**src/rtl/arith_seq_unit.sv**
```systemverilog
// arith_seq_unit: sign-magnitude restoring divider with an optional shift-add multiplier, one bit per clock.
// Defining ARITH_MUL_EN compiles in the multiply datapath; without it op is ignored and every operation divides.
module arith_seq_unit #(
  parameter int W = 16
) (
  input  logic         clk,
  input  logic         rst,
  input  logic         start,
  input  logic         op,
  input  logic [W-1:0] a_mag,
  input  logic [W-1:0] b_mag,
  input  logic         sign_a,
  input  logic         sign_b,
  output logic         ready,
  output logic [W-1:0] res_lo,
  output logic [W-1:0] res_hi,
  output logic         sign_q,
  output logic         sign_r,
  output logic         done,
  output logic         error_div0
);

  // Handshake: start is taken on a rising edge only while ready=1; ready is low from the
  // cycle after acceptance until the cycle after the one-cycle done pulse. Ignored starts are not queued.
  typedef enum logic [1:0] {
    IDLE = 2'd0,
    CALC = 2'd1,
    DONE = 2'd2
  } state_t;

  localparam int CW = (W > 1) ? $clog2(W) : 1;

  state_t        state;
  state_t        state_nxt;
  logic [CW-1:0] cnt;
  logic [W-1:0]  b_q;
  logic [W-1:0]  quo_q;
  logic [W-1:0]  rem_q;
  logic          sa_q;
  logic          sb_q;
  logic          accept;
  logic          div0;
  logic          op_eff;
  logic [W:0]    part_rem;
  logic [W:0]    trial;
  logic [W-1:0]  quo_nxt;
  logic [W-1:0]  rem_nxt;
  logic [W-1:0]  fin_lo;
  logic [W-1:0]  fin_hi;
  logic          fin_sq;
  logic          fin_sr;

`ifdef ARITH_MUL_EN
  logic [W-1:0]   a_q;
  logic           op_q;
  logic [2*W-1:0] acc_q;
  logic [2*W-1:0] acc_nxt;
  logic [W:0]     sum;

  assign op_eff = op;
`else
  logic unused_op;

  assign unused_op = op;
  assign op_eff    = 1'b0;
`endif

  assign accept = (state == IDLE) && start;
  assign div0   = !op_eff && (b_mag == '0);
  assign ready  = (state == IDLE);
  assign done   = (state == DONE);

  always_ff @(posedge clk or negedge rst) begin
    if (!rst) state <= IDLE;
    else      state <= state_nxt;
  end

  always_comb begin
    state_nxt = state;
    case (state)
      IDLE:    if (start) state_nxt = div0 ? DONE : CALC;
      CALC:    if (cnt == '0) state_nxt = DONE;
      DONE:    state_nxt = IDLE;
      default: state_nxt = IDLE;
    endcase
  end

  // The remainder always stays below the divisor, so only the shifted trial value needs W+1 bits.
  always_comb begin
    part_rem = {rem_q, quo_q[W-1]};
    trial    = part_rem - {1'b0, b_q};
    rem_nxt  = trial[W] ? part_rem[W-1:0] : trial[W-1:0];
    quo_nxt  = {quo_q[W-2:0], ~trial[W]};
  end

`ifdef ARITH_MUL_EN
  // Multiplier occupies the low half of the accumulator and is consumed LSB first.
  always_comb begin
    sum     = {1'b0, acc_q[2*W-1:W]} + (acc_q[0] ? {1'b0, a_q} : '0);
    acc_nxt = {sum, acc_q[W-1:1]};
  end
`endif

  always_comb begin
    fin_lo = quo_nxt;
    fin_hi = rem_nxt;
    fin_sq = (sa_q ^ sb_q) & (|quo_nxt);
    fin_sr = sa_q & (|rem_nxt);
`ifdef ARITH_MUL_EN
    if (op_q) begin
      fin_lo = acc_nxt[W-1:0];
      fin_hi = acc_nxt[2*W-1:W];
      fin_sq = (sa_q ^ sb_q) & (|acc_nxt);
      fin_sr = 1'b0;
    end
`endif
  end

  always_ff @(posedge clk or negedge rst) begin
    if (!rst) begin
      cnt        <= '0;
      b_q        <= '0;
      quo_q      <= '0;
      rem_q      <= '0;
      sa_q       <= 1'b0;
      sb_q       <= 1'b0;
      res_lo     <= '0;
      res_hi     <= '0;
      sign_q     <= 1'b0;
      sign_r     <= 1'b0;
      error_div0 <= 1'b0;
    end else if (accept) begin
      cnt        <= CW'(W - 1);
      b_q        <= b_mag;
      quo_q      <= a_mag;
      rem_q      <= '0;
      sa_q       <= sign_a;
      sb_q       <= sign_b;
      error_div0 <= div0;
      if (div0) begin
        res_lo <= '0;
        res_hi <= '0;
        sign_q <= 1'b0;
        sign_r <= 1'b0;
      end
    end else if (state == CALC) begin
      cnt   <= cnt - CW'(1);
      quo_q <= quo_nxt;
      rem_q <= rem_nxt;
      // Results are published on the final iteration edge, coinciding with entry to DONE.
      if (cnt == '0) begin
        res_lo <= fin_lo;
        res_hi <= fin_hi;
        sign_q <= fin_sq;
        sign_r <= fin_sr;
      end
    end
  end

`ifdef ARITH_MUL_EN
  always_ff @(posedge clk or negedge rst) begin
    if (!rst) begin
      a_q   <= '0;
      op_q  <= 1'b0;
      acc_q <= '0;
    end else if (accept) begin
      a_q   <= a_mag;
      op_q  <= op;
      acc_q <= {{W{1'b0}}, b_mag};
    end else if (state == CALC) begin
      acc_q <= acc_nxt;
    end
  end
`endif

endmodule

```
**config.mk**
```make
export PLATFORM = sky130hd
export DESIGN_NAME = arith_seq_unit
export DESIGN_NICKNAME = d
export VERILOG_FILES = /design/src/rtl/arith_seq_unit.sv
export SDC_FILE = /design/constraint.sdc
export NUM_CORES = 1
export LEC_CHECK = 0
export ABC_AREA = 0
export BUFFER_PORTS_ARGS = -buffer_cell sky130_fd_sc_hd__buf_2
export CAP_MARGIN = 20
export CORE_ASPECT_RATIO = 0.9
export CORE_MARGIN = 2
export CORE_UTILIZATION = 61
export CTS_CLUSTER_SIZE = 40
export DETAILED_ROUTE_END_ITERATION = 8
export PLACE_DENSITY = 0.87
export SYNTH_ARGS = -nofsm -noshare
export SYNTH_HDL_FRONTEND = slang
export SYNTH_SLANG_ARGS = --single-unit
```
**constraint.sdc**
```tcl
create_clock -name clk -period 4.4 [get_ports clk]
set_clock_uncertainty 0.1 [all_clocks]
set_input_delay 0.44 -clock clk [delete_from_list [all_inputs] [get_ports clk]]
set_output_delay 0.44 -clock clk [all_outputs]
set_load 0.005 [all_outputs]
```
==> qor.yml <==
hold_path_class: "input pin to flip-flop"
gp_congestion: 0.907
cts_num_sinks: 91
critPathKind: "flip-flop to flip-flop"
setup_viol: 0
hpwl_microns: 8290
setup_tns_ns: 0
core_area_sq_mm: 0.00751
outcome: "finished, final reports clean"
worstPathArrival_ns: 3.52
clockBufferDepth: 2
yosysTopAreaCell: "dfrtp_1"
async_reset_ff_share_pct: 100
r2r_end: "sign_r$_DFFE_PN0P_"
synth_ff_type: "dfrtp_1"
fillCellCount: 593
cap_violations: 0
detail-route-antenna-nets: 0
routedWlPerCell_microns: 17.3
r2r-start: "quo_q[15]$_DFFE_PN0P_"
rows: 30
cts_resized: 0
cp-endpoint: "sign_r$_DFFE_PN0P_"
finalCriticalPeriod_ns: 3.40
rsz0062_at_grt: "false"
tritoncts: "done"
grt_pass1_vias: 3786
drc: 0
diodes: 0
multiInputGateArea_sq_mm: 0.00224
io_buffers: 73
dieArea_sq_mm: 0.00845
grt_pass1_wl_microns: 18800
fin_area_sq_mm: 0.00538
first_iter_violations: 284
regArea_sq_mm: 0.00228
pin_count: 75
grt_start_max_net_pins: 52
met2_usage_pct: 41.8
max_freq_ghz: 0.294
crit_family: "simple AND/OR/NAND/NOR gates"
overflow: 0
numCtsBuffers: 9
worst_slew_pin_slew_ns: 0.994
die_h_microns: 87.4
worst_path_max_delay_cell: "or3_1"
grt_use_met1_pct: 42.1
final_layout_size_suffix_gt1_share_pct: 18.1
cp.required_ns: 4.52
syn-instance-count: 502
htreeDepth: 3
endpoint_kind: "flip-flop"
yosysWarningCount: 0
synth_area_per_cell_sq_um: 9.39
first_pass_iters: 5
path_depth: 11
area_growth_pct: 14.2
initial_core_util_pct: 62.8
wl_microns: 11500
fp.dieW_microns: 96.7
fin_nets: 623
period_share_pct: 77.3
grt.total_usage_pct: 28.0
netlist_top_cells_count: "91 x dfrtp_1, 87 x nand2_1, 55 x o21ai_0, 22 x clkbuf_1, 22 x inv_1"
crit_fanout: 16
ys_seq_area_share_pct: 48.3
yosysMostFrequentCell: "dfrtp_1"
synth_cell_type_count: 56
final-hold-violation-count: 0
synth_edf_count: 0
synth_top_cell_area_share_pct: 48.3
post_dp_cell_area_sq_mm: 0.00514
clockRootBuffer: "clkbuf_8"
netlist_top_cells_area: "dfrtp_1 48%, nand2_1 6.9%, o21ai_0 5.8%"
worstSetupStartpointType: "flip-flop"
crit_chain: "inv_1, ha_1, fa_1, nor2b_1, o2111ai_1, nand3_1, a211o_1, nand3_1, or3_1, a221oi_2, a41oi_1"
startpoint: "quo_q[15]$_DFFE_PN0P_"
cpPeakStageDelay_ns: 0.54
synth_seq_cells: 91
clk_latency_ns: 0.36
cpMostUsedCell: "nand3_1"
via_per_inst: 6.12
crit_buf_inv: 1
slew-limit-headroom_pct: 33.5
syn_nets: 558
worst-r2r-setup-slack_ns: 1.0
synth_area_sq_mm: 0.00472
vias: 4076
antenna_found_initial: 0
busiest_layer: "met1"
slew_violations: 0
path_clk_slew_ns: 0.09
ff2ff_path_depth: 11
grt_use_met3_pct: 4.57
[worst min-delay path, delay by kind of cell]
family	cells	cell delay [ns]
AND/OR/NAND/NOR	2	0.10
buffers and inverters	1	0.08
[layout by cell type, fill, tap and decap left out, types with 7 or more instances in the layout]
cell type,count
clkbuf_8,10
nand3_1,21
buf_2,72
a22o_1,15
nand2_1,87
dfrtp_1,91
nor3_1,7
nor4_1,11
buf_4,7
a21oi_1,17
o21ai_0,55
nor2_1,18
mux2i_1,12
ha_1,17
inv_1,22
a22oi_1,15
[kinds of logic (layout without fill, tap and decap cells)]
kind of cell	Yosys count	in the layout	share of synthesized area, %
AO/OA/AOI/OAI	145	145	20.5
XOR/XNOR	12	12	2.23
adder cells (fa/ha/maj)	18	18	4.93
buffers and inverters	48	116	4.17
flip-flops	91	91	48.3
multiplexers	13	13	2.79
AND/OR/NAND/NOR	175	175	17.1
[worst min-delay path by stage]
stage	from	end	slack (ns)	cells past startpoint
floorplan	rst	b_q[0]$_DFFE_PN0P_	0.04	0
CTS	sign_a	sa_q$_DFFE_PN0P_	0.19	3
global placement	rst	res_hi[12]$_DFFE_PN0P_	0.35	1
finish	sign_b	sb_q$_DFFE_PN0P_	0.19	3
detailed placement	rst	res_hi[12]$_DFFE_PN0P_	0.35	1
global route	sign_a	sa_q$_DFFE_PN0P_	0.20	3
[layer usage]
| layer | up-vias | routed length (microns) | part of all wire [%] |
|---|---|---|---|
| li1 | 1925 | - | - |
| met1 | 1945 | 5270 | 46 |
| met2 | 183 | 5140 | 45 |
| met3 | 23 | 919 | 8.0 |
| met4 | 0 | 213 | 1.8 |
| met5 | - | 0 | 0 |
[through the flow]
step	utilization, %	setup slack, ns	std cells	hold slack, ns
2_1_floorplan	-	1.65	502	0.0444
3_3_place_gp	68.4	1.11	651	0.347
3_5_place_dp	68.4	1.06	651	0.354
4_1_cts	71.7	1.03	666	0.189
5_1_grt	71.7	0.842	666	0.197
6_report	71.7	1.00	666	0.194
[layout make-up]
type | count | area share, %
clock buffers | 10 | 2.56
clock inverters | 4 | 1.84
inverters | 22 | 1.53
multi-input cells | 363 | 41.7
flip-flops and latches | 91 | 42.3
well taps | 96 | 2.23
repair buffers | 80 | 7.85
[flip-flops by register name, indices dropped and copies added (netlist names)]
register / count
quo_q: 16
res_hi: 16
sb_q: 1
sign_r: 1
rem_q: 16
sa_q: 1
state: 2
res_lo: 16
sign_q: 1
error_div0: 1
cnt: 4
b_q: 16
[repair_timing]
action | CTS | global route
hold buffers | 1 | 0
buffers inserted | 0 | 0
endpoints found under the hold margin | 42 | 0
setup endpoints to repair | 0 | 0
Power is not shown: default switching activity piles up to over one toggle a cycle in this logic, so the estimate is an artifact.
